$ cat config.mk
export PLATFORM = sky130hd
export DESIGN_NAME = seq_1101_tx
export DESIGN_NICKNAME = d
export VERILOG_FILES = /design/src/rtl/seq_1101_pkg.sv /design/src/rtl/seq_1101_shifter.sv /design/src/rtl/seq_1101_tx.sv
export SDC_FILE = /design/constraint.sdc
export NUM_CORES = 1
export LEC_CHECK = 0
export CORE_MARGIN = 4
export CORE_UTILIZATION = 30
export CTS_CLUSTER_DIAMETER = 120
export DETAILED_ROUTE_END_ITERATION = 10
export PLACE_DENSITY = 0.5
export SLEW_MARGIN = 20
export SYNTH_ARGS = -nofsm -noshare
export SYNTH_HDL_FRONTEND = slang
export SYNTH_SLANG_ARGS = --single-unit
$ cat constraint.sdc
create_clock -name clk -period 2.2 [get_ports clk]
set_input_delay 0.44 -clock clk [delete_from_list [all_inputs] [get_ports clk]]
set_output_delay 0.44 -clock clk [all_outputs]
set_load 0.01 [all_outputs]
$ cat src/rtl/seq_1101_pkg.sv
// Shared definitions for the 1101 frame transmitter and the matching detector.
package seq_1101_pkg;

  typedef enum logic [1:0] {
    IDLE = 2'b00,
    SYNC = 2'b01,
    DATA = 2'b10,
    GAP  = 2'b11
  } state_t;

  localparam logic [3:0] SYNC_PATTERN = 4'b1101;
  localparam int         SYNC_LEN     = 4;

endpackage

$ cat src/rtl/seq_1101_shifter.sv
// Payload register for seq_1101_tx: parallel load, shift left with zero fill,
// MSB tap and even parity of the word captured at load time.
module seq_1101_shifter #(
  parameter int DATA_W = 8
) (
  input  logic              clk,
  input  logic              rst,
  input  logic              load,
  input  logic              shift,
  input  logic [DATA_W-1:0] load_data,
  output logic              msb,
  output logic              parity
);

  logic [DATA_W-1:0] data;
  logic              par;

  // Parity is latched with the word so later shifts cannot disturb it.
  always_ff @(posedge clk) begin
    if (rst) begin
      data <= '0;
      par  <= 1'b0;
    end else if (load) begin
      data <= load_data;
      par  <= ^load_data;
    end else if (shift) begin
      data <= data << 1;
    end
  end

  assign msb    = data[DATA_W-1];
  assign parity = par;

endmodule

$ cat src/rtl/seq_1101_tx.sv
// Serial frame transmitter: 1101 sync header, MSB-first payload, idle gap.
// Define SEQ_1101_TX_PARITY_EN to append an even-parity bit after the payload.
module seq_1101_tx
  import seq_1101_pkg::*;
#(
  parameter int DATA_W     = 8,
  parameter int GAP_CYCLES = 2
) (
  input  logic              clk,
  input  logic              rst,
  input  logic              in_valid,
  input  logic [DATA_W-1:0] in_data,
  output logic              in_ready,
  output logic              ser_out,
  output logic              ser_valid,
  output logic              frame_start,
  output logic              busy,
  output logic [1:0]        state_out
);

  localparam int BIT_CNT_W = $clog2(DATA_W + 1);
  localparam int GAP_CNT_W = $clog2(GAP_CYCLES + 1);

  localparam logic [BIT_CNT_W-1:0] BIT_LOAD  = BIT_CNT_W'(DATA_W);
  localparam logic [BIT_CNT_W-1:0] BIT_ONE   = BIT_CNT_W'(1);
  localparam logic [GAP_CNT_W-1:0] GAP_LOAD  = GAP_CNT_W'(GAP_CYCLES);
  localparam logic [GAP_CNT_W-1:0] GAP_ONE   = GAP_CNT_W'(1);
  localparam logic [1:0]           SYNC_LAST = 2'(SYNC_LEN - 1);
  localparam logic [1:0]           SYNC_TOP  = 2'(SYNC_LEN - 2);

`ifdef SEQ_1101_TX_PARITY_EN
  localparam bit PAR_EN = 1'b1;
`else
  localparam bit PAR_EN = 1'b0;
`endif

  state_t               state, state_n;
  logic [1:0]           sync_cnt, sync_cnt_n;
  logic [BIT_CNT_W-1:0] bit_cnt, bit_cnt_n;
  logic [GAP_CNT_W-1:0] gap_cnt, gap_cnt_n;
  logic                 par_pending, par_pending_n;
  logic                 ser_out_n, ser_valid_n, frame_start_n, busy_n;
  logic                 take, start, load, shift;
  logic                 sh_msb, sh_parity;
  logic [1:0]           sync_idx;

  seq_1101_shifter #(.DATA_W(DATA_W)) u_shifter (
    .clk       (clk),
    .rst       (rst),
    .load      (load),
    .shift     (shift),
    .load_data (in_data),
    .msb       (sh_msb),
    .parity    (sh_parity)
  );

  assign in_ready  = (state == IDLE) || ((state == GAP) && (gap_cnt == GAP_ONE));
  assign take      = in_valid && in_ready;
  assign sync_idx  = SYNC_TOP - sync_cnt;
  assign state_out = state;

  // State and counters describe the bit currently on ser_out, so the output
  // registers are loaded from the next-cycle decode below.
  always_comb begin
    state_n       = state;
    sync_cnt_n    = sync_cnt;
    bit_cnt_n     = bit_cnt;
    gap_cnt_n     = gap_cnt;
    par_pending_n = par_pending;
    ser_out_n     = 1'b0;
    ser_valid_n   = 1'b0;
    frame_start_n = 1'b0;
    start         = 1'b0;
    load          = 1'b0;
    shift         = 1'b0;

    case (state)
      IDLE: begin
        if (take) start = 1'b1;
      end
      SYNC: begin
        ser_valid_n = 1'b1;
        if (sync_cnt == SYNC_LAST) begin
          state_n   = DATA;
          ser_out_n = sh_msb;
          shift     = 1'b1;
          bit_cnt_n = bit_cnt - BIT_ONE;
        end else begin
          sync_cnt_n = sync_cnt + 2'd1;
          ser_out_n  = SYNC_PATTERN[sync_idx];
        end
      end
      DATA: begin
        if (bit_cnt != '0) begin
          ser_out_n   = sh_msb;
          ser_valid_n = 1'b1;
          shift       = 1'b1;
          bit_cnt_n   = bit_cnt - BIT_ONE;
        end else if (par_pending) begin
          ser_out_n     = sh_parity;
          ser_valid_n   = 1'b1;
          par_pending_n = 1'b0;
        end else begin
          state_n   = GAP;
          gap_cnt_n = GAP_LOAD;
        end
      end
      GAP: begin
        if (gap_cnt == GAP_ONE) begin
          if (take) start = 1'b1;
          else      state_n = IDLE;
        end else begin
          gap_cnt_n = gap_cnt - GAP_ONE;
        end
      end
      default: state_n = IDLE;
    endcase

    if (start) begin
      state_n       = SYNC;
      sync_cnt_n    = '0;
      bit_cnt_n     = BIT_LOAD;
      par_pending_n = PAR_EN;
      ser_out_n     = SYNC_PATTERN[3];
      ser_valid_n   = 1'b1;
      frame_start_n = 1'b1;
      load          = 1'b1;
    end

    busy_n = (state_n == SYNC) || (state_n == DATA);
  end

  always_ff @(posedge clk) begin
    if (rst) begin
      state       <= IDLE;
      sync_cnt    <= '0;
      bit_cnt     <= '0;
      gap_cnt     <= '0;
      par_pending <= 1'b0;
      ser_out     <= 1'b0;
      ser_valid   <= 1'b0;
      frame_start <= 1'b0;
      busy        <= 1'b0;
    end else begin
      state       <= state_n;
      sync_cnt    <= sync_cnt_n;
      bit_cnt     <= bit_cnt_n;
      gap_cnt     <= gap_cnt_n;
      par_pending <= par_pending_n;
      ser_out     <= ser_out_n;
      ser_valid   <= ser_valid_n;
      frame_start <= frame_start_n;
      busy        <= busy_n;
    end
  end

endmodule

=== Word-level counts from Yosys, hierarchy flattened ===
Cells that the tools add are included.

* Flip-flop bits (word level): 22
* Output and inout port bits: 7
* Logic and storage cells: 74

* $add $sub $neg: 4
* $lt $le $gt $ge: 1
* Equality and inequality tests: 13
* Multiplexer cells: 30
* Bitwise gates (word level): 1
* Reduce and logical (&&, ||, !) cells: 15

{| class="wikitable"
|+ Operator list
! kind !! count
|-
| $mux W8 || 2
|-
| $mux W2 || 7
|-
| $mux W4 || 3
|-
| $mux W1 || 10
|-
| $reduce_and A3 Y1 || 3
|-
| $eq A2 B2 Y1 const B || 4
|-
| $ne A2 B2 Y1 const B || 4
|-
| $pmux W1 S2 || 4
|-
| $pmux W4 S2 || 1
|-
| $eq A2 B1 Y1 const B || 3
|-
| $ne A3 B3 Y1 const B || 2
|-
| $pmux W2 S3 || 1
|-
| $reduce_bool A2 Y1 || 3
|-
| $pmux W2 S2 || 1
|-
| $reduce_bool A4 Y1 || 1
|-
| $sub A4 B1 Y4 const B || 1
|-
| $lt A2 B3 Y1 const B || 1
|-
| $reduce_bool A3 Y1 || 1
|-
| $add A2 B1 Y2 const B || 1
|-
| $bmux W1 S2 || 1
|-
| $logic_and A1 B1 Y1 || 2
|-
| $logic_not A2 Y1 || 1
|-
| $logic_or A1 B1 Y1 || 2
|-
| $reduce_and A2 Y1 || 1
|-
| other kinds (4) || 4
|}

=== Longest topological paths before layout ===
* Depth after elaboration: 10
* Mapped depth: 7
* Gate-level depth less buffers: 6

=== Modules after synthesis ===
Synthesis repeated with hierarchy kept, for this count alone.

* Cells, all modules: 140
* Area, all modules: 1251.2 µm²

{| class="wikitable"
|+ By module, submodules not included
! module !! times used !! cells an instance !! area each (µm²) !! seq. area each (µm²)
|-
| seq_1101_tx || 1 || 87 || 800.8 || 280.3
|-
| seq_1101_shifter || 1 || 53 || 450.4 || 180.2
|}

=== Least setup slack after synthesis ===
No wires, ideal clock.

* Kind: register to register
* Start: register state[0], in the netlist state_out[0]
* End: register u_shifter.data[3]
* Library setup time: 91 ps
* Arrival: 1606 ps
* Data required time: 2109 ps
* Path slack: 503 ps
* Cell stages (with the launch flop): 7
* Buffers on the path: 1
* Clock period less this slack: 1697 ps
* Cells stage by stage: dfxtp_1 -> inv_1 -> ha_1 -> inv_1 -> nand3b_1 -> buf_2 -> a311oi_1

* Cells in the longest elaborated chain, start to end: 9

{| class="wikitable"
|+ Ends and longest elaborated chain
! what !! RTL line !! text
|-
| start, declared || seq_1101_tx.sv:37 || <nowiki>state_t state, state_n;</nowiki>
|-
| start signal, assigned || seq_1101_tx.sv:145 || <nowiki>state <= state_n;</nowiki>
|-
| $eq A2 B2 Y1 || seq_1101_tx.sv:57, seq_1101_tx.sv:77 ||
|-
| $logic_and A1 B1 Y1 || seq_1101_tx.sv:57 || <nowiki>assign in_ready = (state == IDLE) || ((state == GAP) && (gap_cnt == GAP_ONE));</nowiki>
|-
| $logic_or A1 B1 Y1 || seq_1101_tx.sv:57 ||
|-
| $logic_and A1 B1 Y1 || seq_1101_tx.sv:58 || <nowiki>assign take = in_valid && in_ready;</nowiki>
|-
| $mux W1 || seq_1101_tx.sv:79, seq_1101_tx.sv:110 ||
|-
| $mux W1 || seq_1101_tx.sv:109 || <nowiki>if (gap_cnt == GAP_ONE) begin</nowiki>
|-
| $pmux W1 S2 || seq_1101_tx.sv:77 || <nowiki>case (state)</nowiki>
|-
| $mux W1 || seq_1101_tx.sv:119 || <nowiki>if (start) begin</nowiki>
|-
| $mux W8 or $reduce_bool A2 Y1 (tied branches) || -- ||
|-
| end signal, assigned || seq_1101_shifter.sv:24 || <nowiki>data <= load_data;</nowiki>
|-
| end signal, assigned || seq_1101_shifter.sv:27 || <nowiki>data <= data << 1;</nowiki>
|-
| end, declared || seq_1101_shifter.sv:15 || <nowiki>logic [DATA_W-1:0] data;</nowiki>
|}

Parallel ways exist; a longest one is shown, timed or not.
A chain may end at the register's enable or synchronous reset.

=== Worst setup path in the final report ===
* Start: register state[0], in the netlist state_out[0]
* End: output port in_ready

* Cells in the longest elaborated chain, start to end: 3

{| class="wikitable"
|+ Ends and longest elaborated chain
! what !! RTL line !! text
|-
| $eq A2 B2 Y1 || seq_1101_tx.sv:57 ||
|-
| $logic_and A1 B1 Y1 || seq_1101_tx.sv:57 ||
|-
| $logic_or A1 B1 Y1 * || seq_1101_tx.sv:57 ||
|-
| end, declared || seq_1101_tx.sv:13 || <nowiki>output logic in_ready,</nowiki>
|}

Mark *: on every way between the ends. The rest lies on a longest branch, timed or not.

==> results_dict.tcl <==
set metrics [dict create \
    clock_latency_ps 260 \
    slew_headroom_pct 68.6 \
    antenna_cells 0 \
    vias_per_cell 5.20 \
    path_class "flip-flop to primary output" \
    wl_mm 2.79 \
    port_buffers 17 \
    register_area_um2 445 \
    coreArea_um2 4000 \
    fin_area_um2 1570 \
    grt_max_degree 22 \
    fp.dieArea_um2 5230 \
    p_int_uw 729 \
    start_kind "flip-flop" \
    yosys.area.top_type_share_pct 35.5 \
    synth_top_cell_by_area "dfxtp_1" \
    overflow 0 \
    finalNonFillerCells 205 \
    dpl_cell_area_um2 1500 \
    combPwrFrac_pct 26.7 \
    crit_path_max_fanout 7 \
    cts_tree "done" \
    initial_core_util_pct 31.0 \
    skew_ps 3.28 \
    multi_input_area_um2 739 \
    hp-class "flip-flop to flip-flop" \
    clkTransAtPathRegs_ps 80 \
    synth_seq_cells 22 \
    end_kind "primary output" \
    ios 18 \
    grt_util_all_layers_pct 11.5 \
    grt_setup_unrepaired "no" \
    cpMostUsedCell "inv_1" \
    finalHoldViolCount 0 \
    power_density_nw_per_um2 659 \
    ir_drop_v 0.000242 \
    yosysSeqAreaShare_pct 35.5 \
    syn-num-nets 154 \
    switchingPower_uw 304 \
    synth_edf_count 0 \
    worst_slack_ps 105 \
    ys.warnings.count 0 \
    wl_per_cell_um 13.6 \
    fmax_ghz 0.477 \
    netlist_area_um2 1240 \
    clkPwrFrac_pct 28.4 \
    dpl.hpwl_mm 2.05 \
    drive_gt1_share_pct 18.7 \
    seqPwrFrac_pct 45.0 \
    syn_to_final_growth_pct 26.4 \
    die_w_um 72.3 \
    worstPathArrival_ps 1660 \
    worstMarginPinSlew_ps 469 \
    ys_types 41 \
    status "completed" \
    place_congestion 0.779 \
    final.min_clock_period_ps 2100 \
    nFillCells 394 \
    cts_hold_buf 0 \
    mostFrequentLayoutCell "dfxtp_1" \
    pre_cts_slack_ps 202 \
    setup_tns_ps 0 \
    crit_chain "inv_1, ha_1, a21oi_2, inv_1, clkdlybuf4s50_1" \
    finalSetupViolCount 0 \
    antenna_found_initial 0 \
    timing.final.crit_share_pct 95.2 \
    syn_inst 134 \
    cts_root_buf "clkbuf_8" \
    drt_iter0_drc 46 \
    nets 176 \
    grt_pass1_wl_mm 4.75 \
    clock-sinks 22 \
    htreeDepth 1 \
    leakagePower_nw 0.581 \
    async_reset_ff_share_pct 0 \
    postSynthAreaPerCell_um2 9.25 \
    die_h_um 72.3 \
    critPathTopFamily "buffers and inverters" \
    path_buf_inv 3 \
    p_sw_share_pct 29.4 \
    dr.pass1.iters 4 \
    hold-worst-slack_ps 495 \
    drc 0 \
    cp_slowest_cell "clkdlybuf4s50_1" \
    vias 1066 \
    maxCapViolCount 0 \
    numCtsBuffers 3 \
    critPathRequiredTime_ps 1760 \
    clockBufferDepth 2 \
    ys.flop_type "dfxtp_1" \
    grt_pass1_vias 1066 \
    most-common-layout-cells "20 x dfxtp_1, 17 x clkdlybuf4s50_1, 11 x nor2_1, 10 x inv_1, 9 x ha_1" \
    max_stage_delay_ps 470 \
    synthTopCellsByArea "dfxtp_1 36%, ha_1 9.1%, a311oi_2 6.1%" \
    rows 23 \
    dp_cells 201 \
    slew_violations 0 \
    ant_nets 0 \
]
[layout make-up]
cell class                      count  area share (%)
Clock buffer                        4            3.51
Inverter                           10            2.39
Multi-Input combinational cell     96            47.2
Sequential cell                    22            28.4
Tap cell                           50            3.99
Timing Repair Buffer               23            14.5
[cells in the mapped netlist, types with 2 or more instances]
master and count:
dfxtp_1 22, nor2_1 11, inv_1 10, ha_1 9
nand3_1 8, a21oi_1 7, a311oi_2 5, nand2_1 5
nor3_1 5, o21ai_1 5, o21ai_0 4, xnor2_1 4
buf_2 3, mux2i_1 3, a211oi_2 2, a311oi_1 2
and2_1 2, clkbuf_1 2, nand3b_1 2, nor3b_2 2
[path summary, 6_finish.rpt]
kind,from,endpoint,slack (ps),cells past startpoint
worst max-delay path,state_out[0],in_ready,100,5
worst min-delay path,u_shifter.data[3],u_shifter.data[4],490,2
worst max register to register,state_out[0],bit_cnt[1],320,6
worst min register to register,u_shifter.data[3],u_shifter.data[4],490,2
[power by group through the flow]
stage               clock (mW)  sequential, mW  combinational, mW
floorplan                    0           0.474              0.164
global placement             0           0.471              0.271
detailed placement           0           0.472              0.276
CTS                      0.305           0.464              0.278
global route             0.321           0.470              0.306
finish                   0.293           0.464              0.275
[registers in the layout (all words and copies together) (netlist names)]
name / cells
bit_cnt: 4
gap_cnt: 2
u_shifter.data: 8
state_out: 2
ser_valid: 1
busy: 1
ser_out: 1
sync_cnt: 2
frame_start: 1
[through the flow]
step           utilization [%]  power [mW]
2_1_floorplan                -       0.639
3_3_place_gp              37.6       0.743
3_5_place_dp              37.6       0.748
4_1_cts                   39.1        1.05
5_1_grt                   39.2        1.10
6_report                  39.2        1.03
[routing by layer]
layer  track usage (%)  part of all wire (%)
met1              14.1                    45
met2              19.8                    50
met3              1.94                   3.6
met4              4.38                   1.8
met5                 0                     0
[cell families (layout without fill, tap and decap cells)]
family          after synthesis  in the layout  share of synthesized area, %
compound gates               39             39                          27.0
xor+xnor                      4              4                          2.83
fa+ha+maj                     9              9                          9.08
buf+inv                      16             37                          5.15
flops                        22             22                          35.5
mux                           3              3                          2.42
simple gates                 41             41                          18.0
[worst min-delay path: stages (launching register included)]
cell and delay (ps):
dfxtp_1 310, nand3_1 60, a311oi_1 80
[timing repair]
| item | CTS | global route |
|---|---|---|
| hold endpoints to repair | 0 | 0 |
| setup buffers | 0 | 0 |
| resized for setup | 2 | 2 |
| setup endpoints to repair | 1 | 1 |
Power figures use the tool's default switching activity.
